[config.mk]
export PLATFORM = sky130hd
export DESIGN_NAME = apb_multi_slave_master
export DESIGN_NICKNAME = d
export VERILOG_FILES = /design/src/rtl/apb_multi_slave_master.sv
export SDC_FILE = /design/constraint.sdc
export NUM_CORES = 1
export LEC_CHECK = 0
export CAP_MARGIN = 20
export CORE_ASPECT_RATIO = 1.25
export CORE_UTILIZATION = 33
export CTS_CLUSTER_DIAMETER = 120
export DETAILED_ROUTE_END_ITERATION = 7
export MAX_ROUTING_LAYER = met4
export PLACE_DENSITY = 0.83
export SLEW_MARGIN = 20
export SYNTH_ARGS = -nofsm -noshare
export SYNTH_HDL_FRONTEND = slang
export SYNTH_SLANG_ARGS = --single-unit
[constraint.sdc]
create_clock -name PCLK -period 1.53 [get_ports PCLK]
set_input_delay 0.3825 -clock PCLK [delete_from_list [all_inputs] [get_ports PCLK]]
set_output_delay 0.3825 -clock PCLK [all_outputs]
set_load 0.01 [all_outputs]
[src/rtl/apb_multi_slave_master.sv]
`default_nettype none
// ============================================================================
// Module   : apb_multi_slave_master
// Brief    : Single-beat command/response to APB master for NUM_SLV slaves.
//            The slave is decoded from cmd_addr_i[SEL_LSB +: IDX_W]; PREADY
//            wait states and PSLVERR are honoured. Out-of-range indices are
//            answered with an error response and no bus activity.
// Options  : define APB_MASTER_TIMEOUT_EN to abort transfers that stay in
//            ACCESS for TIMEOUT_CYC cycles without PREADY.
// Revision : 1.0 - initial release
// ============================================================================
module apb_multi_slave_master #(
  parameter int DATA_W      = 32,
  parameter int ADDR_W      = 16,
  parameter int NUM_SLV     = 4,
  parameter int SEL_LSB     = 12,
  parameter int TIMEOUT_CYC = 16
) (
  input  logic                      PCLK,
  input  logic                      PRESET_n,
  // command / response side
  input  logic                      cmd_valid_i,
  output logic                      cmd_ready_o,
  input  logic                      cmd_write_i,
  input  logic [ADDR_W-1:0]         cmd_addr_i,
  input  logic [DATA_W-1:0]         cmd_wdata_i,
  output logic                      rsp_valid_o,
  output logic [DATA_W-1:0]         rsp_rdata_o,
  output logic                      rsp_err_o,
  // APB side
  output logic [ADDR_W-1:0]         PADDR_o,
  output logic [DATA_W-1:0]         PWDATA_o,
  output logic                      PWRITE_o,
  output logic [NUM_SLV-1:0]        PSEL_o,
  output logic                      PENABLE_o,
  input  logic [NUM_SLV-1:0]        PREADY_i,
  input  logic [NUM_SLV*DATA_W-1:0] PRDATA_i,
  input  logic [NUM_SLV-1:0]        PSLVERR_i
);

  localparam int IDX_W = (NUM_SLV > 1) ? $clog2(NUM_SLV) : 1;
  // One extra bit so NUM_SLV itself is representable for the range compare
  localparam logic [IDX_W:0] c_NUM_SLV = (IDX_W + 1)'(NUM_SLV);

  // Parameter sanity checks, evaluated at elaboration
  if ((NUM_SLV < 1) || (NUM_SLV > 16) || (SEL_LSB + IDX_W > ADDR_W) ||
      (TIMEOUT_CYC < 2)) begin : g_cfg_check
    $error("apb_multi_slave_master: illegal parameter combination");
  end

  typedef enum logic [1:0] {
    S_IDLE   = 2'd0,
    S_SETUP  = 2'd1,
    S_ACCESS = 2'd2
  } state_t;

  state_t              r_state;
  logic [IDX_W-1:0]    r_idx;

  logic [IDX_W-1:0]    w_cmd_idx;
  logic                w_cmd_ok;
  logic [NUM_SLV-1:0]  w_cmd_onehot;
  logic                w_accept;
  logic                w_sel_ready;
  logic                w_sel_slverr;
  logic [DATA_W-1:0]   w_sel_rdata;

`ifdef APB_MASTER_TIMEOUT_EN
  // Counter only needs to reach TIMEOUT_CYC-1: the expiring cycle aborts
  localparam int                c_TMO_W    = $clog2(TIMEOUT_CYC);
  localparam logic [c_TMO_W-1:0] c_TMO_LAST = c_TMO_W'(TIMEOUT_CYC - 1);
  logic [c_TMO_W-1:0]           r_tmo_cnt;
`endif

  assign w_cmd_idx = cmd_addr_i[SEL_LSB +: IDX_W];
  assign w_cmd_ok  = ({1'b0, w_cmd_idx} < c_NUM_SLV);
  assign w_accept  = cmd_valid_i & cmd_ready_o;

  // Decode the incoming index into a one-hot select (empty when out of range)
  always_comb begin
    w_cmd_onehot = '0;
    for (int k = 0; k < NUM_SLV; k++) begin
      w_cmd_onehot[k] = (w_cmd_idx == IDX_W'(k));
    end
  end

  // Pick out the inputs of the currently addressed slave; others are ignored
  always_comb begin
    w_sel_ready  = 1'b0;
    w_sel_slverr = 1'b0;
    w_sel_rdata  = '0;
    for (int k = 0; k < NUM_SLV; k++) begin
      if (r_idx == IDX_W'(k)) begin
        w_sel_ready  = PREADY_i[k];
        w_sel_slverr = PSLVERR_i[k];
        w_sel_rdata  = PRDATA_i[k*DATA_W +: DATA_W];
      end
    end
  end

  // Transfer FSM with all outputs registered; response fields default to 0
  always_ff @(posedge PCLK or negedge PRESET_n) begin
    if (!PRESET_n) begin
      r_state     <= S_IDLE;
      r_idx       <= '0;
      cmd_ready_o <= 1'b0;
      rsp_valid_o <= 1'b0;
      rsp_err_o   <= 1'b0;
      rsp_rdata_o <= '0;
      PADDR_o     <= '0;
      PWDATA_o    <= '0;
      PWRITE_o    <= 1'b0;
      PSEL_o      <= '0;
      PENABLE_o   <= 1'b0;
`ifdef APB_MASTER_TIMEOUT_EN
      r_tmo_cnt   <= '0;
`endif
    end else begin
      rsp_valid_o <= 1'b0;
      rsp_err_o   <= 1'b0;
      rsp_rdata_o <= '0;
      case (r_state)
        S_IDLE: begin
          cmd_ready_o <= 1'b1;
          if (w_accept) begin
            if (w_cmd_ok) begin
              r_state     <= S_SETUP;
              cmd_ready_o <= 1'b0;
              r_idx       <= w_cmd_idx;
              PSEL_o      <= w_cmd_onehot;
              PADDR_o     <= cmd_addr_i;
              PWDATA_o    <= cmd_wdata_i;
              PWRITE_o    <= cmd_write_i;
            end else begin
              // Decode error: answer immediately, bus stays quiet
              rsp_valid_o <= 1'b1;
              rsp_err_o   <= 1'b1;
            end
          end
        end
        S_SETUP: begin
          r_state   <= S_ACCESS;
          PENABLE_o <= 1'b1;
`ifdef APB_MASTER_TIMEOUT_EN
          r_tmo_cnt <= '0;
`endif
        end
        S_ACCESS: begin
          if (w_sel_ready) begin
            r_state     <= S_IDLE;
            cmd_ready_o <= 1'b1;
            PSEL_o      <= '0;
            PENABLE_o   <= 1'b0;
            PADDR_o     <= '0;
            PWDATA_o    <= '0;
            PWRITE_o    <= 1'b0;
            rsp_valid_o <= 1'b1;
            rsp_err_o   <= w_sel_slverr;
            rsp_rdata_o <= (!PWRITE_o && !w_sel_slverr) ? w_sel_rdata : '0;
          end
`ifdef APB_MASTER_TIMEOUT_EN
          else if (r_tmo_cnt == c_TMO_LAST) begin
            // Slave stalled too long: drop the bus and report an error
            r_state     <= S_IDLE;
            cmd_ready_o <= 1'b1;
            PSEL_o      <= '0;
            PENABLE_o   <= 1'b0;
            PADDR_o     <= '0;
            PWDATA_o    <= '0;
            PWRITE_o    <= 1'b0;
            rsp_valid_o <= 1'b1;
            rsp_err_o   <= 1'b1;
          end else begin
            r_tmo_cnt <= r_tmo_cnt + 1'b1;
          end
`endif
        end
        default: begin
          r_state <= S_IDLE;
        end
      endcase
    end
  end

endmodule
`default_nettype wire

# Word level (Yosys, flattened, before mapping)
# Cells that the tools add are included.
dict set report word_totals {
  register_bits 93
  out_inout_bits 89
  elab_cells 73
}
dict set report classes {
  n_eq_ne 10
  muxes 38
  bitwise_logic 1
  reduce_logical 13
}
# operator count
set ops {}
lappend ops {{2-to-1 mux 32 bit} 9}
lappend ops {{case mux 32 bit (2 select lines)} 1}
lappend ops {{2-to-1 mux 16 bit} 2}
lappend ops {{case mux 16 bit (2 select lines)} 1}
lappend ops {{2-to-1 mux 1 bit} 16}
lappend ops {{== test 2 bit (second input constant)} 5}
lappend ops {{2-to-1 mux 4 bit} 2}
lappend ops {{case mux 4 bit (2 select lines)} 1}
lappend ops {{AND reduction 2 bit} 4}
lappend ops {{== test 2 x 1 -> 1 bit (second input constant)} 3}
lappend ops {{logical NOT 2 bit} 3}
lappend ops {{case mux 1 bit (2 select lines)} 3}
lappend ops {{case mux 2 bit (3 select lines)} 1}
lappend ops {{2-to-1 mux 2 bit} 2}
lappend ops {{inequality test 2 bit (second input constant)} 2}
lappend ops {{nonzero test 2 bit} 2}
lappend ops {{AND reduction 3 bit} 1}
lappend ops {{logical NOT 1 bit} 2}
lappend ops {{AND 1 bit} 1}
lappend ops {{logical AND 1 bit} 1}

# Logic depth before layout (Yosys ltp)
dict set report logic_depth {
  ltp_word 10
  ltp_mapped 6
}

# Worst setup path before layout
# No wires, ideal clock.
dict set report synth_timing {
  kind {register -> register}
  from {reg r_idx[0]}
  to {reg rsp_rdata_o[21]}
  setup_ns 0.135
  arrival_time_ns 1.400
  required_time_ns 1.395
  slack_ns -0.004
  path_stages_with_launch 5
  synth_period_minus_slack_ns 1.534
  cell_sequence {dfrtp_1 > buf_6 > buf_2 > mux4_2 > nor3b_1}
}
dict set report synth_between {
  elab_chain_len 10
  word_cells_on_any_way 21
}
# item line
set synth_lines {}
lappend synth_lines {{start, declared} 58} ;# logic [IDX_W-1:0] r_idx;
lappend synth_lines {{start signal, assigned} 129} ;# r_idx <= w_cmd_idx;
lappend synth_lines {{logical NOT 2 bit} 93} ;# if (r_idx == IDX_W'(k)) begin
lappend synth_lines {{2-to-1 mux 1 bit (4 in a row)} 93}
lappend synth_lines {{logical NOT 1 bit} 159} ;# rsp_rdata_o <= (!PWRITE_o && !w_sel_slverr) ? w_sel_rdata : '0;
lappend synth_lines {{logical AND 1 bit} 159}
lappend synth_lines {{2-to-1 mux 32 bit} 159}
lappend synth_lines {{2-to-1 mux 32 bit (*)} 149} ;# if (w_sel_ready) begin
lappend synth_lines {{2-to-1 mux 32 bit (*)} 122} ;# case (r_state)
lappend synth_lines {{end signal, assigned} 159}
lappend synth_lines {{end, declared} 28} ;# output logic [DATA_W-1:0] rsp_rdata_o,
# Every way passes the cells marked *; elsewhere a longest branch is shown, timed or not.
# A chain may end at the register's enable or synchronous reset.

# Final worst setup path
dict set report layout_timing {
  from {reg r_idx[0]}
  to {reg rsp_rdata_o[11]}
}
# The elaborated chain is that of the path after synthesis.

==> impl_metrics.tcl <==
set metrics [dict create \
    grt_max_degree 94 \
    syn-cell-area_um2 4390 \
    core.rowCount 46 \
    fp.dieW_um 105 \
    finalWeightedCongestion 0.808 \
    endpoint_of_the_worst_register_to_register_path "rsp_rdata_o[11]" \
    area_delta_synth_final_pct 88.1 \
    wl_met3_um 892 \
    synthesis.yosys.warnings 0 \
    drive_gt1_share_pct 24.1 \
    power.total_w 0.0131 \
    clk_pin_slew_ns 0.07 \
    globalRoute.totalOverflow 0 \
    top_level_ports 277 \
    clock_skew_ns 0.00463 \
    postLayoutCoreUtil_pct 64.4 \
    timing.max_cap.violations 0 \
    final_area_um2 8260 \
    synthCells 373 \
    synth_seq_cells 93 \
    cts_tree "yes" \
    result_of_the_run "complete, but fails checks" \
    critical_path.endpoint_type "flop" \
    grt_pass1_vias 4505 \
    number_of_diodes_added_for_antenna_fixing 0 \
    numClockSinks 93 \
    wirelength_um 15900 \
    io_buffers 276 \
    maxUsedRoutingLayer "met4" \
    critical_path_class "reg -> reg" \
    wire_length_of_the_first_global_routing_pass_um 23000 \
    post_synth.cell_area_avg_um2 11.8 \
    post-route-worst-setup-slack_ns -0.0849 \
    design.core.area_um2 12800 \
    clock_latency_ns 0.34 \
    max_clock_freq_ghz 0.619 \
    final_nets 859 \
    ir_worst_vdd_uv 989 \
    htree_levels 3 \
    p_leak_nw 3.73 \
    worst_ep_required_time_ns 1.75 \
    worstPathCellList "mux2_4 > buf_6 > mux2i_4 > buf_12 > clkbuf_16 > nor3b_1" \
    die_h_um 131 \
    critPathArrivalTime_ns 1.84 \
    synth_cell_types 31 \
    critical_path_buf_inv_count 3 \
    starting_density_pct 34.2 \
    grt_use_total_pct 22.8 \
    tightestPinTransition_ns 0.503 \
    path_delay_family "multiplexers" \
    critPathLaunchType "flop" \
    failed_checks "setup timing" \
    synth_seq_area_share_pct 53.0 \
    crit_fanout 6 \
    timing.reg2reg.worst_path_depth 6 \
    final.setup.tns_ns -2.40 \
    die_area_um2 13800 \
    detail_route.iter0.violations 181 \
    max-clock-path-buffers 2 \
    vias_per_cell 5.05 \
    worst-r2r-setup-slack_ns -0.08 \
    cp-startpoint "r_idx[0]" \
    worst_hold_path_type "in -> async" \
    cpMaxStageDelayCell "dfrtp_2" \
    cts_inserted_buffers 9 \
    hpwlAfterDp_um 11600 \
    dr.pass1.iters 5 \
    syn_nets 561 \
    drt-met1-wl_um 5800 \
    final_min_period_over_clock_period_pct 106 \
    drtAntennaViolNets 0 \
    cts-root-buf "clkbuf_16" \
    layout_min_cycle_time_ns 1.61 \
    cts-hold-fix-buffers 0 \
    met2WireLength_um 8710 \
    routed-via-count 4258 \
    drc_violations_left 0 \
    placement.cell_area_um2 7540 \
    worst_r2r_startpoint "r_idx[0]" \
    timing.final.setup_violations 76 \
    routedWlPerCell_um 18.9 \
    power.density_cell_area_nw_per_um2 1590 \
    final_max_slew_viol_count 0 \
    antenna_found_initial 0 \
    rsz0062_at_grt "true" \
    slew-limit-headroom_pct 66.5 \
    hold_viol 0 \
    critical_path.max_stage_delay_ns 0.48 \
]
-- worst max path at each step --
stage	end	slack, ns	cells past startpoint
after floorplan	PWDATA_o[10]	0.03	6
after detailed placement	PADDR_o[7]	-0.41	5
final	rsp_rdata_o[11]	-0.08	6
after global placement	rsp_rdata_o[9]	-0.30	6
after CTS	PWDATA_o[7]	-0.08	4
after global routing	rsp_rdata_o[15]	-0.13	5
-- stage by stage --
| stage | hold WS, ns | setup slack (ns) | cells |
|---|---|---|---|
| floorplan | 0.0869 | 0.0269 | 373 |
| global placement | 0.461 | -0.302 | 812 |
| detailed placement | 0.466 | -0.413 | 812 |
| CTS | 0.110 | -0.0837 | 836 |
| global route | 0.124 | -0.127 | 844 |
| finish | 0.0772 | -0.0849 | 844 |
-- per-layer routing --
metal  GRT usage, %  vias to the layer above
li1               -                     1908
met1           24.3                     2096
met2           41.0                      214
met3           4.66                       40
met4           10.3                        0
met5              -                        -
-- power by group --
part	internal (W)	total [W]	switching, W
clock	0.00132	0.00226	0.000940
combinational	0.00392	0.00715	0.00322
sequential	0.00326	0.00375	0.000490
total	0.00849	0.0131	0.00465
-- area by class of cell --
type                       instances  area, µm²
clock buffer                      11        243
clock inverter                     5       58.8
fill                             991       4570
inverter                           2       7.51
multi-input combinational        248       2140
sequential                        93       2330
tap                              168        210
timing repair buffer             317       3270
-- sequential cells by signal, summed over array words and instances (netlist names) --
| register | cells |
|---|---|
| PADDR_o | 16 |
| PENABLE_o | 1 |
| PSEL_o | 4 |
| PWDATA_o | 32 |
| PWRITE_o | 1 |
| cmd_ready_o | 1 |
| r_idx | 2 |
| r_state | 2 |
| rsp_err_o | 1 |
| rsp_rdata_o | 32 |
| rsp_valid_o | 1 |
-- worst register-to-register path: stages (launching register included) --
cell and delay [ns]:
dfrtp_2 0.48, mux2_4 0.36, buf_6 0.13, mux2i_4 0.16, buf_12 0.17, clkbuf_16 0.16
nor3b_1 0.05
-- synthesized netlist by cell type --
cell type | count | area, µm²
nand2_1 | 105 | 394
buf_4 | 3 | 22.5
clkbuf_1 | 18 | 67.6
buf_1 | 1 | 3.75
a21o_1 | 1 | 7.51
nor3b_1 | 32 | 240
a32oi_1 | 1 | 8.76
nor2_1 | 3 | 11.3
inv_2 | 1 | 3.75
and4_1 | 1 | 8.76
mux2_2 | 1 | 11.3
mux4_2 | 32 | 721
mux2_1 | 1 | 11.3
mux2i_1 | 3 | 30.0
buf_6 | 4 | 45.0
nand3b_1 | 2 | 15.0
nor4b_1 | 1 | 8.76
or4_1 | 1 | 7.51
nand3_1 | 1 | 5.00
a22o_1 | 1 | 8.76
and3b_1 | 1 | 8.76
nand2b_1 | 1 | 6.26
mux2_4 | 1 | 15.0
nor2b_1 | 3 | 18.8
inv_1 | 1 | 3.75
o21ai_0 | 35 | 175
o31ai_2 | 1 | 12.5
nand4bb_1 | 1 | 11.3
buf_2 | 5 | 25.0
o21ai_2 | 18 | 158
dfrtp_1 | 93 | 2330
-- cells by family after synthesis --
family | after synthesis | share of synthesized area [%]
AO/OA/AOI/OAI | 57 | 8.43
buffers and inverters | 33 | 3.90
flip-flops | 93 | 53.0
multiplexers | 38 | 17.9
AND/OR/NAND/NOR | 152 | 16.7
-- what timing repair did --
action,in CTS,in global routing
pin swaps,13,35
setup endpoints to repair,175,89
gates resized for setup,148,39
gates cloned,4,6
buffers inserted,4,2
-- cells in the final DEF (no fill, tap or decap), types with 2 or more instances in the layout --
master / instances
nand3b_1: 2
clkinvlp_4: 2
dlygate4sd2_1: 89
clkbuf_16: 13
buf_8: 3
buf_4: 16
nand2_1: 105
nor3b_1: 23
dfrtp_2: 2
mux4_2: 32
dfrtp_1: 91
clkdlybuf4s50_1: 186
buf_16: 4
o21ai_1: 4
nor3b_2: 9
mux2i_4: 2
nor2b_1: 2
buf_12: 10
mux2_4: 2
buf_6: 5
nor2_1: 3
o21ai_2: 47
Power figures use the tool's default switching activity.
